`src/rtl/axi_wr_burst_master.sv`:
```
// Single-outstanding AXI4 write burst engine: pops a command and its beats from the
// write FIFOs, runs AW/W/B for one burst, then pushes the B response to the response FIFO.
module axi_wr_burst_master #(
  parameter int ADDR_W  = 32,
  parameter int DATA_W  = 32,
  parameter int ID_W    = 4,
  parameter int CMD_W   = ID_W + ADDR_W + 13,
  parameter int DWORD_W = DATA_W + DATA_W / 8,
  parameter int RESP_W  = ID_W + 2
) (
  input  logic                clk,
  input  logic                resetn,
  output logic                cmd_pop_req,
  input  logic [CMD_W-1:0]    cmd_pop_struct,
  input  logic                cmd_pop_ack,
  input  logic                cmd_fifo_empty,
  output logic                data_pop_req,
  input  logic [DWORD_W-1:0]  data_pop_struct,
  input  logic                data_pop_ack,
  output logic                resp_push_req,
  output logic [RESP_W-1:0]   resp_push_struct,
  input  logic                resp_push_ack,
  output logic [ID_W-1:0]     m_awid,
  output logic [ADDR_W-1:0]   m_awaddr,
  output logic [7:0]          m_awlen,
  output logic [2:0]          m_awsize,
  output logic [1:0]          m_awburst,
  output logic                m_awvalid,
  input  logic                m_awready,
  output logic [DATA_W-1:0]   m_wdata,
  output logic [DATA_W/8-1:0] m_wstrb,
  output logic                m_wlast,
  output logic                m_wvalid,
  input  logic                m_wready,
  input  logic [ID_W-1:0]     m_bid,
  input  logic [1:0]          m_bresp,
  input  logic                m_bvalid,
  output logic                m_bready,
  output logic                busy,
  output logic                id_mismatch
);

  typedef enum logic [2:0] {
    S_IDLE, S_CMD_POP, S_AW, S_DAT_POP, S_W, S_B, S_RESP_PUSH
  } state_t;

  state_t              state_q, state_d;
  logic                cmd_pop_req_q, cmd_pop_req_d;
  logic                data_pop_req_q, data_pop_req_d;
  logic                resp_push_req_q, resp_push_req_d;
  logic [RESP_W-1:0]   resp_push_struct_q, resp_push_struct_d;
  logic [ID_W-1:0]     awid_q, awid_d;
  logic [ADDR_W-1:0]   awaddr_q, awaddr_d;
  logic [7:0]          awlen_q, awlen_d;
  logic [2:0]          awsize_q, awsize_d;
  logic [1:0]          awburst_q, awburst_d;
  logic                awvalid_q, awvalid_d;
  logic [DATA_W-1:0]   wdata_q, wdata_d;
  logic [DATA_W/8-1:0] wstrb_q, wstrb_d;
  logic                wlast_q, wlast_d;
  logic                wvalid_q, wvalid_d;
  logic                bready_q, bready_d;
  logic                busy_q, busy_d;
  logic                id_mismatch_q, id_mismatch_d;
  logic [7:0]          beat_cnt_q, beat_cnt_d;

  always_comb begin
    state_d            = state_q;
    cmd_pop_req_d      = cmd_pop_req_q;
    data_pop_req_d     = data_pop_req_q;
    resp_push_req_d    = resp_push_req_q;
    resp_push_struct_d = resp_push_struct_q;
    awid_d             = awid_q;
    awaddr_d           = awaddr_q;
    awlen_d            = awlen_q;
    awsize_d           = awsize_q;
    awburst_d          = awburst_q;
    awvalid_d          = awvalid_q;
    wdata_d            = wdata_q;
    wstrb_d            = wstrb_q;
    wlast_d            = wlast_q;
    wvalid_d           = wvalid_q;
    bready_d           = bready_q;
    id_mismatch_d      = id_mismatch_q;
    beat_cnt_d         = beat_cnt_q;

    // Every FIFO request is a fresh rising edge: it rises only once the ack is seen low.
    case (state_q)
      S_IDLE: begin
        if (!cmd_fifo_empty && !cmd_pop_ack) begin
          cmd_pop_req_d = 1'b1;
          state_d       = S_CMD_POP;
        end
      end
      S_CMD_POP: begin
        if (cmd_pop_ack) begin
          cmd_pop_req_d = 1'b0;
          {awid_d, awaddr_d, awlen_d, awsize_d, awburst_d} = cmd_pop_struct;
          beat_cnt_d    = 8'd0;
          awvalid_d     = 1'b1;
          state_d       = S_AW;
        end
      end
      S_AW: begin
        if (m_awready) begin
          awvalid_d = 1'b0;
          state_d   = S_DAT_POP;
        end
      end
      S_DAT_POP: begin
        if (!data_pop_req_q) begin
          if (!data_pop_ack) data_pop_req_d = 1'b1;
        end else if (data_pop_ack) begin
          data_pop_req_d     = 1'b0;
          {wstrb_d, wdata_d} = data_pop_struct;
          wlast_d            = (beat_cnt_q == awlen_q);
          wvalid_d           = 1'b1;
          state_d            = S_W;
        end
      end
      S_W: begin
        if (m_wready) begin
          wvalid_d = 1'b0;
          if (wlast_q) begin
            bready_d = 1'b1;
            state_d  = S_B;
          end else begin
            beat_cnt_d = beat_cnt_q + 8'd1;
            state_d    = S_DAT_POP;
          end
        end
      end
      S_B: begin
        if (m_bvalid) begin
          bready_d           = 1'b0;
          resp_push_struct_d = {m_bid, m_bresp};
          if (m_bid != awid_q) id_mismatch_d = 1'b1;
          state_d            = S_RESP_PUSH;
        end
      end
      S_RESP_PUSH: begin
        if (!resp_push_req_q) begin
          if (!resp_push_ack) resp_push_req_d = 1'b1;
        end else if (resp_push_ack) begin
          resp_push_req_d = 1'b0;
          state_d         = S_IDLE;
        end
      end
      default: state_d = S_IDLE;
    endcase

    busy_d = (state_d != S_IDLE);
  end

  always_ff @(posedge clk) begin
    if (!resetn) begin
      state_q            <= S_IDLE;
      cmd_pop_req_q      <= 1'b0;
      data_pop_req_q     <= 1'b0;
      resp_push_req_q    <= 1'b0;
      resp_push_struct_q <= '0;
      awid_q             <= '0;
      awaddr_q           <= '0;
      awlen_q            <= '0;
      awsize_q           <= '0;
      awburst_q          <= '0;
      awvalid_q          <= 1'b0;
      wdata_q            <= '0;
      wstrb_q            <= '0;
      wlast_q            <= 1'b0;
      wvalid_q           <= 1'b0;
      bready_q           <= 1'b0;
      busy_q             <= 1'b0;
      id_mismatch_q      <= 1'b0;
      beat_cnt_q         <= '0;
    end else begin
      state_q            <= state_d;
      cmd_pop_req_q      <= cmd_pop_req_d;
      data_pop_req_q     <= data_pop_req_d;
      resp_push_req_q    <= resp_push_req_d;
      resp_push_struct_q <= resp_push_struct_d;
      awid_q             <= awid_d;
      awaddr_q           <= awaddr_d;
      awlen_q            <= awlen_d;
      awsize_q           <= awsize_d;
      awburst_q          <= awburst_d;
      awvalid_q          <= awvalid_d;
      wdata_q            <= wdata_d;
      wstrb_q            <= wstrb_d;
      wlast_q            <= wlast_d;
      wvalid_q           <= wvalid_d;
      bready_q           <= bready_d;
      busy_q             <= busy_d;
      id_mismatch_q      <= id_mismatch_d;
      beat_cnt_q         <= beat_cnt_d;
    end
  end

  assign cmd_pop_req      = cmd_pop_req_q;
  assign data_pop_req     = data_pop_req_q;
  assign resp_push_req    = resp_push_req_q;
  assign resp_push_struct = resp_push_struct_q;
  assign m_awid           = awid_q;
  assign m_awaddr         = awaddr_q;
  assign m_awlen          = awlen_q;
  assign m_awsize         = awsize_q;
  assign m_awburst        = awburst_q;
  assign m_awvalid        = awvalid_q;
  assign m_wdata          = wdata_q;
  assign m_wstrb          = wstrb_q;
  assign m_wlast          = wlast_q;
  assign m_wvalid         = wvalid_q;
  assign m_bready         = bready_q;
  assign busy             = busy_q;
  assign id_mismatch      = id_mismatch_q;

endmodule
```
`config.mk`:
```
export PLATFORM = sky130hd
export DESIGN_NAME = axi_wr_burst_master
export DESIGN_NICKNAME = d
export VERILOG_FILES = /design/src/rtl/axi_wr_burst_master.sv
export SDC_FILE = /design/constraint.sdc
export NUM_CORES = 1
export LEC_CHECK = 0
export ABC_AREA = 1
export BUFFER_PORTS_ARGS = -buffer_cell sky130_fd_sc_hd__buf_2
export CAP_MARGIN = 20
export CORE_MARGIN = 5
export CORE_UTILIZATION = 45
export DETAILED_ROUTE_END_ITERATION = 8
export GPL_TIMING_DRIVEN = 0
export MAX_ROUTING_LAYER = met4
export PLACE_DENSITY = 0.74
export REMOVE_ABC_BUFFERS = 1
export SLEW_MARGIN = 25
export SYNTH_ARGS = -nofsm -noshare
export SYNTH_HDL_FRONTEND = slang
export SYNTH_SLANG_ARGS = --single-unit
```
`constraint.sdc`:
```
create_clock -name clk -period 3.41 [get_ports clk]
set_clock_uncertainty 0.15 [all_clocks]
set_input_delay 0.8525 -clock clk [delete_from_list [all_inputs] [get_ports clk]]
set_output_delay 0.8525 -clock clk [all_outputs]
set_load 0.02 [all_outputs]
```
==> impl_metrics.ini, run 1 <==
[layout]
final_common_cell = buf_2
fin_util = 0.589
syn2layout_area_growth_pct = 26.6
drive_gt1_frac = 0.317
antenna_cells = 0
nNetsFinal = 851
layout_common_cells = 198 x buf_2, 179 x nor2_1, 111 x dfxtp_1

[power_and_ir_drop]
p_seq_frac = 0.567
clock_power_share = 0.301
power_switching_uw = 676
cellInternalPower_uw = 1740
switching_share = 0.280
ir_worst_vdd_uv = 233
pwr-share-comb = 0.133
power.leakage_uw = 0.00264
p_per_area_mw_per_mm2 = 440

[clock_network]
cts_buffers = 9
clk_pin_slew_ps = 100
post-cts-setup-buffers = 0
cts_buffer_depth = 2
cts_num_sinks = 111
cts-hold-fix-buffers = 0
cts_root_buf = clkbuf_8
htreeDepth = 3
cts_resized = 0
clkLatencyLatePin_ps = 370
cts_tree = built

[setup_path]
r2r_setup_slack_ps = 850
startpoint = state_q[2]
critical-path-top-delay-family = buffers and inverters
cp-end-kind = flip-flop
r2r_start = state_q[2]
path_cells = inv_2 -> nand3_4 -> clkinv_2 -> o211ai_1 -> inv_1
crit_fanout = 54
critPathKind = reg -> reg
crit_buf_inv = 3
slowest_delay_ps = 700
crit_slowest_cell = clkinv_2
cp.arrival_ps = 2680
cp_data_required_time_ps = 3530
startpoint_type = flip-flop

[status]
outcome = completed

[sta]
tightest_slew_ps = 790
rsz0062_at_grt = no
hold_violations = 0
timing.fmax_ghz = 0.390
slew_headroom = 0.473
layout_min_cycle_time_ps = 2560
slew_violations = 0
report.final.setup_viol = 0
period_share = 0.751
tns_ps = 0

[yosys]
ys_seq_elements = 111
ys_types = 31
synth_warnings = 0
synth_compound_area_frac = 0.132
postSynthCellCount = 570
yosys.area_share.adder = 0.00288
synthSimpleGateAreaFrac = 0.265
synth_top_family_by_area = simple AND/OR/NAND/NOR gates
syn_area_per_cell_um2 = 7.61
synthMuxAreaShare = 0
ys_seq_area_frac = 0.512
synth_xor_area_frac = 0.0222
synthesis.area_mm2 = 0.00434

[min_path]
hold_class = reg -> reg
min-delay-start = cmd_pop_req

[routing]
post-route-drc-count = 0
vias = 4190
drt_iter0_drc = 191
ant_nets = 0
wirelength_um = 11100
vias_per_cell = 4.74
dr.pass1.iters = 4
wire_per_inst_um = 12.6

[global_routing]
grt_pass1_wl_um = 17600
grt_pass1_vias = 3869
grt_max_degree = 95
overflow = 0
antenna_found_initial = 0
grt_usage = 0.191

[die]
die_y_um = 108
die_w_um = 108
io_pins = 200
dieArea_mm2 = 0.0117
core-area_mm2 = 0.00933
row_count = 35
initial_core_util = 0.465

[placed_design]
dp_hpwl_um = 8160
io_buffers = 199
gp_congestion = 0.856

[flow_run]
cap_violations = 0
-- kinds of logic (layout without fill, tap and decap cells) --
| kind of cell | count (synthesis) | in the layout |
|---|---|---|
| AOI/OAI and AO/OA | 112 | 112 |
| xor gates and xnor gates | 11 | 11 |
| adders and majority gates | 1 | 1 |
| buffers and inverters | 56 | 241 |
| DFF | 111 | 111 |
| and+or+nand+nor | 279 | 279 |
-- per-stage QoR --
step / total power (uW) / area [um2] / std cells / setup slack [ps] / hold slack (ps)
after floorplan: 1580 / 4150 / 540 / 877 / 333
after global placement: 1720 / 5310 / 868 / 199 / 288
after detailed placement: 1720 / 5310 / 868 / 480 / 302
after CTS: 2450 / 5490 / 884 / 741 / 318
after global routing: 2550 / 5490 / 884 / 569 / 339
final: 2420 / 5490 / 884 / 848 / 314
-- layer usage --
| layer | global-route usage | up-vias | part of all wire |
|---|---|---|---|
| met5 | - | - | 0 |
| met4 | 0.0712 | 0 | 0.027 |
| met3 | 0.0418 | 24 | 0.062 |
| met2 | 0.329 | 130 | 0.50 |
| met1 | 0.217 | 1859 | 0.41 |
| li1 | - | 2177 | - |
-- Yosys cell counts --
cell type | n | area share
a21oi_1 | 19 | 0.022
clkbuf_1 | 15 | 0.013
nand3_4 | 1 | 0.0040
nand2_2 | 2 | 0.0029
nand2_1 | 60 | 0.052
nor3_1 | 3 | 0.0035
xor2_1 | 5 | 0.010
nor3b_1 | 1 | 0.0017
nand3b_1 | 1 | 0.0017
ha_1 | 1 | 0.0029
o21ai_0 | 57 | 0.066
inv_2 | 4 | 0.0035
nor2_1 | 179 | 0.15
buf_4 | 1 | 0.0017
or2_2 | 1 | 0.0014
nor2_2 | 12 | 0.017
nand3_1 | 13 | 0.015
buf_8 | 1 | 0.0035
o21ai_1 | 33 | 0.038
nand4_1 | 4 | 0.0058
clkbuf_2 | 1 | 0.0012
clkinv_2 | 1 | 0.0012
nand3_2 | 1 | 0.0023
o211ai_1 | 2 | 0.0035
xnor2_1 | 6 | 0.012
o211a_1 | 1 | 0.0023
dfxtp_1 | 111 | 0.51
buf_2 | 5 | 0.0058
buf_6 | 7 | 0.018
inv_1 | 21 | 0.018
nor2_4 | 1 | 0.0026
-- registers in the layout (all words and copies together), names as in the netlist --
| signal | count |
|---|---|
| beat_cnt_q | 8 |
| busy | 1 |
| cmd_pop_req | 1 |
| data_pop_req | 1 |
| id_mismatch | 1 |
| m_awaddr | 32 |
| m_awburst | 2 |
| m_awid | 4 |
| m_awlen | 8 |
| m_awsize | 3 |
| m_awvalid | 1 |
| m_bready | 1 |
| m_wdata | 32 |
| m_wlast | 1 |
| m_wstrb | 4 |
| m_wvalid | 1 |
| resp_push_req | 1 |
| resp_push_struct | 6 |
| state_q | 3 |
-- area by class of cell --
| type | instances | area, um2 |
|---|---|---|
| flip-flops and latches | 111 | 2220 |
| clock inverters | 7 | 53.8 |
| clock buffers | 9 | 124 |
| repair buffers | 199 | 998 |
| multi-input cells | 403 | 1830 |
| fillers | 924 | 3840 |
| well taps | 129 | 161 |
| inverters | 26 | 98.8 |
-- worst paths after layout --
kind              cells past startpoint     endpoint
setup reg to reg                      5    m_awvalid
hold reg to reg                       2  cmd_pop_req
hold / removal                        2  cmd_pop_req
setup / recovery                      5    m_awvalid
-- power by group through the flow --
| stage | Sequential [uW] | Combinational [uW] | Clock (uW) |
|---|---|---|---|
| 2_1_floorplan | 1450 | 133 | 0 |
| 5_1_grt | 1380 | 358 | 814 |
| 4_1_cts | 1370 | 325 | 758 |
| 3_3_place_gp | 1400 | 317 | 0 |
| 6_report | 1370 | 321 | 727 |
| 3_5_place_dp | 1400 | 324 | 0 |
-- worst min-delay path, stage by stage (launching register included) --
cell     delay (ps)
dfxtp_1         320
inv_1            50
a21oi_1          50
No activity file was read; power rests on OpenSTA's default activity.
==> inputs of run 2 (changes only) <==
--- a/config.mk
+++ b/config.mk
@@ -5,7 +5,7 @@
 export SDC_FILE = /design/constraint.sdc
 export NUM_CORES = 1
 export LEC_CHECK = 0
-export ABC_AREA = 1
+export ABC_AREA = 0
 export BUFFER_PORTS_ARGS = -buffer_cell sky130_fd_sc_hd__buf_2
 export CAP_MARGIN = 20
 export CORE_MARGIN = 5
==> constraint.sdc (replaced) <==
create_clock -name clk -period 2.55 [get_ports clk]
set_clock_uncertainty 0.15 [all_clocks]
set_input_delay 0.6375 -clock clk [delete_from_list [all_inputs] [get_ports clk]]
set_output_delay 0.6375 -clock clk [all_outputs]
set_load 0.02 [all_outputs]
==> impl_metrics.ini, run 2 <==
[status]
outcome = completed

[placed_design]
placedCellCount = 819
dp_hpwl_um = 9010
gp_congestion = 0.822
io_buffers = 199
dpl_cell_area_mm2 = 0.00558
dp_worst_setup_slack_ps = 143

[min_path]
hold_class = reg -> reg
hold_end = m_wdata[18]
min-delay-start = m_wdata[18]
worstHoldPathCells = 2

[setup_path]
startpoint_type = flip-flop
critPathKind = reg -> reg
r2r_cells = 6
r2r_setup_slack_ps = 280
r2r_end = m_awaddr[27]
crit_fanout = 20
cp.arrival_ps = 2400
cp_data_required_time_ps = 2680
r2r_start = state_q[0]
cp-end-kind = flip-flop

[yosys]
synth_xor_area_frac = 0.0349
synth_common_cells = 189 x nand2_1, 111 x dfxtp_1, 74 x a21boi_0
synth.largest_area_cell = dfxtp_1
synth_top_family_by_area = simple AND/OR/NAND/NOR gates
synthMostInstantiatedCell = nand2_1
yosys-top-cells-area = dfxtp_1 49%, nand2_1 16%, a21boi_0 12%, a21boi_1 3.2%, xnor2_1 1.9%
ys.flop_type = dfxtp_1
synthSimpleGateAreaFrac = 0.222
synth_warnings = 0
async_flop_share = 0
synthesis.area_mm2 = 0.00451
yosys.area_share.adder = 0.00277
postSynthCellCount = 518
ys_types = 46
synth_compound_area_frac = 0.199
ys_seq_area_frac = 0.493
ys_seq_elements = 111
syn_area_per_cell_um2 = 8.71
synth_edf_count = 0
synthMuxAreaShare = 0.00666
synth.top_cell.area_share = 0.493

[die]
initial_core_util = 0.462
core-area_mm2 = 0.00977
io_pins = 200
die_w_um = 110
row_count = 36
dieArea_mm2 = 0.0121
die_y_um = 110

[clock_network]
cts_buffers = 9
cts_root_buf = clkbuf_8
cts_num_sinks = 111
htreeDepth = 3
clk_pin_slew_ps = 100
cts_tree = built
cts-hold-fix-buffers = 0
clkLatencyLatePin_ps = 360
cts_buffer_depth = 2

[layout]
final_cell_area_mm2 = 0.00579
fin_cells = 836
final_common_cell = buf_2
drive_gt1_frac = 0.326
nNetsFinal = 798
syn2layout_area_growth_pct = 28.4
layout_common_cells = 198 x buf_2, 189 x nand2_1, 111 x dfxtp_1
fin_util = 0.593

[routing]
ant_nets = 0
vias_per_cell = 4.92
post-route-drc-count = 0
dr.pass1.iters = 4
vias = 4111
wire_per_inst_um = 14.3
wirelength_um = 12000
drt_iter0_drc = 197

[sta]
slew_headroom = 0.459
whs_ps = 309
timing.fmax_ghz = 0.440
slew_violations = 0
tightest_slew_ps = 812
report.final.setup_viol = 0
hold_violations = 0
layout_min_cycle_time_ps = 2270
rsz0062_at_grt = no
period_share = 0.891
worst_slack_ps = 279

[power_and_ir_drop]
ir_worst_vdd_uv = 310
power.leakage_uw = 0.00255
p_per_area_mw_per_mm2 = 544

[global_routing]
grt_max_degree = 101
overflow = 0
grt_pass1_wl_um = 18100
antenna_found_initial = 1
grt_usage = 0.194
grt_pass1_vias = 3841

[flow_run]
cap_violations = 0
## run 2: cell count changes in the layout (fill, tap and decap cells not counted), moves of 4 or more
cell,previous run,this run
nor2_1,179,15
a21boi_1,0,19
inv_1,21,5
o21ai_1,33,0
nand2_1,59,189
xnor2_1,6,10
a21boi_0,0,74
a21oi_1,19,4
nand3_1,13,5
o21ai_0,57,1
nor2_2,12,0
## run 2: cell families after synthesis
logic type,after synthesis
simple gates,232
xor+xnor,18
compound gates,113
flops,111
mux,3
buf+inv,40
fa+ha+maj,1
## run 2: routing by layer
metal / track usage / share of wire / vias to the layer above
li1: - / - / 2066
met1: 0.228 / 0.43 / 1857
met2: 0.323 / 0.46 / 176
met3: 0.0687 / 0.10 / 12
met4: 0.0413 / 0.0091 / 0
met5: - / 0 / -
## run 2: through the flow
| step | setup TNS [ps] | power (uW) |
|---|---|---|
| after global routing | 0 | 3310 |
| after global placement | -62260 | 2120 |
| after CTS | 0 | 3190 |
| final | 0 | 3150 |
| after detailed placement | 0 | 2140 |
| after floorplan | -3230 | 1970 |
## run 2: area by class of cell
type,count,area (um2)
fill,891,3980
sequential,111,2220
multi-input combinational,367,2110
timing repair buffer,202,1060
tap,133,166
clock buffer,12,145
clock inverter,4,55.1
inverter,6,22.5
antenna,1,2.50
## run 2: repair_timing
item	CTS	global route
endpoints found under the setup margin	0	37
resized for setup	0	1
buffers inserted	0	0
hold endpoints to repair	0	0
## run 2: worst max path at each step
stage	startpoint	end	slack, ps	depth (start not counted)
floorplan	cmd_pop_ack	m_awaddr[0]	-70	4
global placement	cmd_pop_ack	m_awlen[1]	-1160	5
detailed placement	state_q[1]	m_wdata[2]	140	4
CTS	state_q[1]	m_wdata[2]	110	4
global route	state_q[0]	m_awaddr[27]	90	6
finish	state_q[0]	m_awaddr[27]	280	6
## run 2: power by group
group / switching [uW] / internal (uW)
Clock: 565 / 487
Sequential: 30.9 / 1770
Combinational: 161 / 140
Total: 757 / 2390
## run 2: worst max-delay path, stage by stage (launching register included)
cell      delay, ps
dfxtp_1         640
nand2_1         190
nor3_4          530
buf_6           280
buf_16          170
nand2_1          60
a21boi_0        170
